--- src/rtl/seg_scan_reader.sv ---
// seg_scan_reader
// Read-side scanner for an 8-digit, time-multiplexed, active-low 7-segment
// display. It walks digit locations 0..7 over a synchronous read port with
// 1-cycle latency, decodes each returned hex nibble and lights one anode per
// refresh slot. Each slot is FETCH (1 cycle), WAIT (1 cycle), then SHOW
// (REFRESH_DIV cycles), so the anodes are dark for two cycles between
// digits and no stale segment pattern ever appears under a new anode.
//
// Optional build macro: SEG_SCAN_DP_EN
//   When defined, adds input dp_mask[7:0] and an active-low decimal point
//   output dp that is registered together with the segments.
//
// Parameter constraints: REFRESH_DIV >= 2 and 2**CNT_W >= REFRESH_DIV.

module seg_scan_reader #(
  parameter int REFRESH_DIV = 100000,
  parameter int CNT_W       = 17
) (
  input  logic       clk,
  input  logic       reset,
  input  logic       enable,
  output logic       rd_en,
  output logic [2:0] rd_addr,
  input  logic [3:0] rd_data,
  input  logic [7:0] blank_mask,
`ifdef SEG_SCAN_DP_EN
  input  logic [7:0] dp_mask,
  output logic       dp,
`endif
  output logic [6:0] segments,
  output logic [7:0] anode,
  output logic       frame_done
);

  // Scan states
  localparam logic [1:0] IDLE  = 2'd0;
  localparam logic [1:0] FETCH = 2'd1;
  localparam logic [1:0] WAIT  = 2'd2;
  localparam logic [1:0] SHOW  = 2'd3;

  // Dark patterns for the active-low pins
  localparam logic [7:0] ANODE_OFF = 8'hFF;
  localparam logic [6:0] SEG_OFF   = 7'h7F;

  // Last SHOW cycle of a slot
  localparam logic [CNT_W-1:0] CNT_LAST = CNT_W'(REFRESH_DIV - 1);

  // Hex nibble to active-low {g,f,e,d,c,b,a}
  function automatic logic [6:0] hex_to_seg(input logic [3:0] nib);
    logic [6:0] seg;
    case (nib)
      4'h0:    seg = 7'h40;
      4'h1:    seg = 7'h79;
      4'h2:    seg = 7'h24;
      4'h3:    seg = 7'h30;
      4'h4:    seg = 7'h19;
      4'h5:    seg = 7'h12;
      4'h6:    seg = 7'h02;
      4'h7:    seg = 7'h78;
      4'h8:    seg = 7'h00;
      4'h9:    seg = 7'h10;
      4'hA:    seg = 7'h08;
      4'hB:    seg = 7'h03;
      4'hC:    seg = 7'h46;
      4'hD:    seg = 7'h21;
      4'hE:    seg = 7'h06;
      4'hF:    seg = 7'h0E;
      default: seg = SEG_OFF;
    endcase
    return seg;
  endfunction

  // One-hot active-low anode for a digit index
  function automatic logic [7:0] idx_to_anode(input logic [2:0] i);
    logic [7:0] one_hot;
    one_hot = 8'h01 << i;
    return ~one_hot;
  endfunction

  logic [1:0]       state;
  logic [2:0]       idx;
  logic [CNT_W-1:0] cnt;

  logic [1:0]       state_nxt;
  logic [2:0]       idx_nxt;
  logic [CNT_W-1:0] cnt_nxt;
  logic             rd_en_nxt;
  logic [2:0]       rd_addr_nxt;
  logic [6:0]       seg_nxt;
  logic [7:0]       anode_nxt;
  logic             frame_nxt;
`ifdef SEG_SCAN_DP_EN
  logic             dp_nxt;
`endif

  // Next-state and next-output computation for the scan sequencer
  always_comb begin
    state_nxt   = state;
    idx_nxt     = idx;
    cnt_nxt     = cnt;
    rd_en_nxt   = 1'b0;
    rd_addr_nxt = rd_addr;
    seg_nxt     = segments;
    anode_nxt   = anode;
    frame_nxt   = 1'b0;
`ifdef SEG_SCAN_DP_EN
    dp_nxt      = dp;
`endif
    if (!enable) begin
      // Disable wins in every state: go dark and forget the scan position
      state_nxt   = IDLE;
      idx_nxt     = 3'd0;
      cnt_nxt     = '0;
      rd_addr_nxt = 3'd0;
      seg_nxt     = SEG_OFF;
      anode_nxt   = ANODE_OFF;
`ifdef SEG_SCAN_DP_EN
      dp_nxt      = 1'b1;
`endif
    end else begin
      case (state)
        IDLE: begin
          // Start a fresh frame at digit 0; the read strobe rises with FETCH
          state_nxt   = FETCH;
          idx_nxt     = 3'd0;
          cnt_nxt     = '0;
          rd_en_nxt   = 1'b1;
          rd_addr_nxt = 3'd0;
          seg_nxt     = SEG_OFF;
          anode_nxt   = ANODE_OFF;
`ifdef SEG_SCAN_DP_EN
          dp_nxt      = 1'b1;
`endif
        end
        FETCH: begin
          // Read is in flight; keep the display dark
          state_nxt = WAIT;
          seg_nxt   = SEG_OFF;
          anode_nxt = ANODE_OFF;
`ifdef SEG_SCAN_DP_EN
          dp_nxt    = 1'b1;
`endif
        end
        WAIT: begin
          // rd_data is valid now: decode it and light the digit next edge
          state_nxt = SHOW;
          cnt_nxt   = '0;
          seg_nxt   = hex_to_seg(rd_data);
          frame_nxt = (idx == 3'd7);
          if (blank_mask[idx]) begin
            anode_nxt = ANODE_OFF;
`ifdef SEG_SCAN_DP_EN
            dp_nxt    = 1'b1;
`endif
          end else begin
            anode_nxt = idx_to_anode(idx);
`ifdef SEG_SCAN_DP_EN
            dp_nxt    = ~dp_mask[idx];
`endif
          end
        end
        SHOW: begin
          if (cnt == CNT_LAST) begin
            // Slot over: blank the pins and fetch the next digit (7 wraps to 0)
            state_nxt   = FETCH;
            cnt_nxt     = '0;
            idx_nxt     = idx + 3'd1;
            rd_en_nxt   = 1'b1;
            rd_addr_nxt = idx + 3'd1;
            seg_nxt     = SEG_OFF;
            anode_nxt   = ANODE_OFF;
`ifdef SEG_SCAN_DP_EN
            dp_nxt      = 1'b1;
`endif
          end else begin
            cnt_nxt = cnt + CNT_W'(1);
          end
        end
        default: begin
          // Unreachable encoding: recover to a dark idle display
          state_nxt   = IDLE;
          idx_nxt     = 3'd0;
          cnt_nxt     = '0;
          rd_addr_nxt = 3'd0;
          seg_nxt     = SEG_OFF;
          anode_nxt   = ANODE_OFF;
`ifdef SEG_SCAN_DP_EN
          dp_nxt      = 1'b1;
`endif
        end
      endcase
    end
  end

  // State and registered outputs; reset forces the dark display at once
  always_ff @(posedge clk or posedge reset) begin
    if (reset) begin
      state      <= IDLE;
      idx        <= 3'd0;
      cnt        <= '0;
      rd_en      <= 1'b0;
      rd_addr    <= 3'd0;
      segments   <= SEG_OFF;
      anode      <= ANODE_OFF;
      frame_done <= 1'b0;
    end else begin
      state      <= state_nxt;
      idx        <= idx_nxt;
      cnt        <= cnt_nxt;
      rd_en      <= rd_en_nxt;
      rd_addr    <= rd_addr_nxt;
      segments   <= seg_nxt;
      anode      <= anode_nxt;
      frame_done <= frame_nxt;
    end
  end

`ifdef SEG_SCAN_DP_EN
  // Decimal point register, updated alongside the segments
  always_ff @(posedge clk or posedge reset) begin
    if (reset) begin
      dp <= 1'b1;
    end else begin
      dp <= dp_nxt;
    end
  end
`endif

endmodule

--- config.mk ---
export PLATFORM = sky130hd
export DESIGN_NAME = seg_scan_reader
export DESIGN_NICKNAME = d
export VERILOG_FILES = /design/src/rtl/seg_scan_reader.sv
export SDC_FILE = /design/constraint.sdc
export NUM_CORES = 1
export LEC_CHECK = 0
export CORE_ASPECT_RATIO = 2
export CORE_MARGIN = 1.5
export CORE_UTILIZATION = 54
export CTS_CLUSTER_DIAMETER = 150
export DETAILED_ROUTE_END_ITERATION = 8
export PLACE_DENSITY = 0.8
export SLEW_MARGIN = 20
export SYNTH_ARGS = -nofsm -noshare
export SYNTH_HDL_FRONTEND = slang
export SYNTH_SLANG_ARGS = --single-unit
--- constraint.sdc ---
create_clock -name clk -period 2.45 [get_ports clk]
set_input_delay 0.6125 -clock clk [delete_from_list [all_inputs] [get_ports clk]]
set_output_delay 0.6125 -clock clk [all_outputs]
set_load 0.03 [all_outputs]
==> metrics.cfg <==
[synth]
yosys.area_share.simple_pct=18.51
synth_xor_area_share_pct=3.702
synthMuxAreaShare_pct=10.95
ys_seq_elements=39
syn_avg_cell_area_um2=10.20
async_reset_ff_share_pct=100.0
synthesis.instances=232
ys_seq_area_share_pct=42.04
synth_cell_types=48
synth_top_area_share_pct=25.38
synth-edff-count=0
synthAdderAreaFrac_pct=8.990
ys_warn_count=0
synth-compound-area-share_pct=11.16
yosysTopAreaCell=dfrtp_1
synth_top_family_by_area=simple AND/OR/NAND/NOR gates
netlist_area_um2=2366
yosysMostFrequentCell=dfrtp_1
ys.flop_type=dfrtp_1
ys_top_cells_by_count=dfrtp_1, inv_1, nor2_1
syn_nets=264
yosys-top-cells-area=dfrtp_1, dfstp_2, ha_1

[detailed_routing]
drc_errors=0
vias_per_cell=5.828
firstDrtPassIters=4
wirelength_um=5354
avgRoutedWirePerCell_um=16.13
first_iter_violations=28
dr_total_vias=1935
ant_nets=0

[cts]
cts_tree=yes
cts_buffer_depth=2
cts_buffers=5
clock_sinks=39
hold_buffers=0
post_cts_buffers=0
htree_levels=2
clk_pin_slew_ps=70
post_cts_resized=0
ctsRootBufferMaster=clkbuf_8
clock_latency_ps=290

[hold_path]
holdPathStages=2
hold_end=anode[2]
hp-start=anode[2]
min_path_type=reg2reg

[global_route]
grt_pass1_wl_um=9308
antenna_found_initial=0
first_global_vias=2031
grt_max_degree=40
gr-total-overflow=0
grt_util_all_layers_pct=24.77

[timing]
hold_viol=0
finalSetupViolations=0
fin_tns_setup_ps=0
post-route-period-util_pct=88.01
fmaxAchievable_mhz=463.8
rsz0062_at_grt=false
setup_ws_ps=293.8
fin_skew_ps=3.724
finalCriticalPeriod_ps=2156
max_slew_margin_pct=67.67
tightest_slew_ps=485.0
slew_viol_final=0

[floorplan]
die_y_um=96.61
rows=33
die_w_um=49.81
dieArea_um2=4812
start_util_pct=56.74
coreArea_um2=4170
io_pins=35

[power_and_ir_drop]
power_leakage_uw=0.001192
p_per_area_nw_per_um2=510.9
peakVddDrop_mv=0.4526

[setup_path]
start_kind=primary input
path_max_fanout=5
cp.required_ps=2670
end_kind=flop
r2r_setup_slack_ps=370
r2r-start=state[0]
worst-setup-path-type=in2reg
rr_worst_depth=5
regToRegEndpoint=cnt[14]
worstPathArrival_ps=2380

[layout]
nNetsFinal=311
area_growth_pct=23.53
antenna-diode-count=0
multi_input_area_um2=1261
fin_util_pct=70.09
final-seq-area_um2=994.7
drive_above_1_share_pct=18.93
fillCellCount=328

[run]
max-cap-violations=0

[placed_design]
gp_congestion=0.8317
hpwl_um=4077
pre_cts_ws_ps=-9.529
portBuffers=34

[outcome]
status=finished clean

==> layout make-up <==
class                      count  share of cell area (%)
sequential                    39                   34.03
tap                           52                   2.226
clock inverter                 1                  0.1712
inverter                      20                   2.568
timing repair buffer          48                   15.24
clock buffer                   7                   2.611
multi-input combinational    165                   43.15
==> cells in the final DEF, fill, tap and decap left out, drive strengths merged, types with 6 or more instances in the layout <==
| cell | instances |
|---|---|
| mux2i | 9 |
| clkbuf | 7 |
| clkdlybuf4s50 | 34 |
| o21ai | 8 |
| nor4 | 6 |
| ha | 17 |
| nand4 | 7 |
| buf | 14 |
| dfrtp | 24 |
| nand2 | 15 |
| inv | 19 |
| nand3 | 7 |
| xnor2 | 8 |
| dfstp | 15 |
| nor2 | 18 |
| mux2 | 11 |
| a21oi | 13 |
==> metrics by stage <==
step           std cells  instance area, µm²  hold slack [ps]  total power, µW
2_1_floorplan        232                2366            488.3            940.4
4_1_cts              332                2923            473.8             1504
3_5_place_dp         324                2841            459.9             1079
3_3_place_gp         324                2841            458.4             1072
6_report             332                2923            474.3             1493
5_1_grt              332                2923            491.7             1560
==> worst max-delay path: stages <==
cell and delay (ps):
clkdlybuf4s50_1 560, inv_1 130, ha_1 230, mux2_2 260, a221o_1 330, mux2_2 260
==> sequential cells by signal, indices dropped and copies added, names as in the netlist <==
| name | cells |
|---|---|
| frame_done | 1 |
| idx | 3 |
| anode | 8 |
| state | 2 |
| rd_en | 1 |
| cnt | 17 |
| segments | 7 |
==> worst max path at each step <==
stage | start | slack (ps) | cells after the start | to
global route | rd_data[0] | 210 | 6 | segments[6]
global placement | rd_data[0] | 40 | 6 | segments[6]
finish | rd_data[0] | 290 | 6 | segments[6]
CTS | rd_data[0] | 300 | 6 | segments[6]
floorplan | state[0] | 560 | 5 | cnt[14]
detailed placement | rd_data[0] | -10 | 6 | segments[6]
==> kinds of logic (layout without fill, tap and decap cells) <==
logic type / count (synthesis) / after routing
simple gates: 76 / 76
compound gates: 40 / 40
flops: 39 / 39
buf+inv: 28 / 76
mux: 22 / 22
fa+ha+maj: 17 / 17
xor+xnor: 10 / 10
==> per-layer routing <==
metal / routed length (µm) / global-route usage (%)
met1: 1920 / 25.66
met2: 3141 / 45.23
met3: 150 / 2.932
met4: 141 / 14.96
met5: 0 / 0
==> power breakdown <==
group | internal [µW] | switching (µW) | total (µW)
Combinational | 152 | 210 | 362
Clock | 200 | 223 | 423
Sequential | 685 | 23.5 | 708
Total | 1040 | 456 | 1490
(Power assumes the default switching activity.)
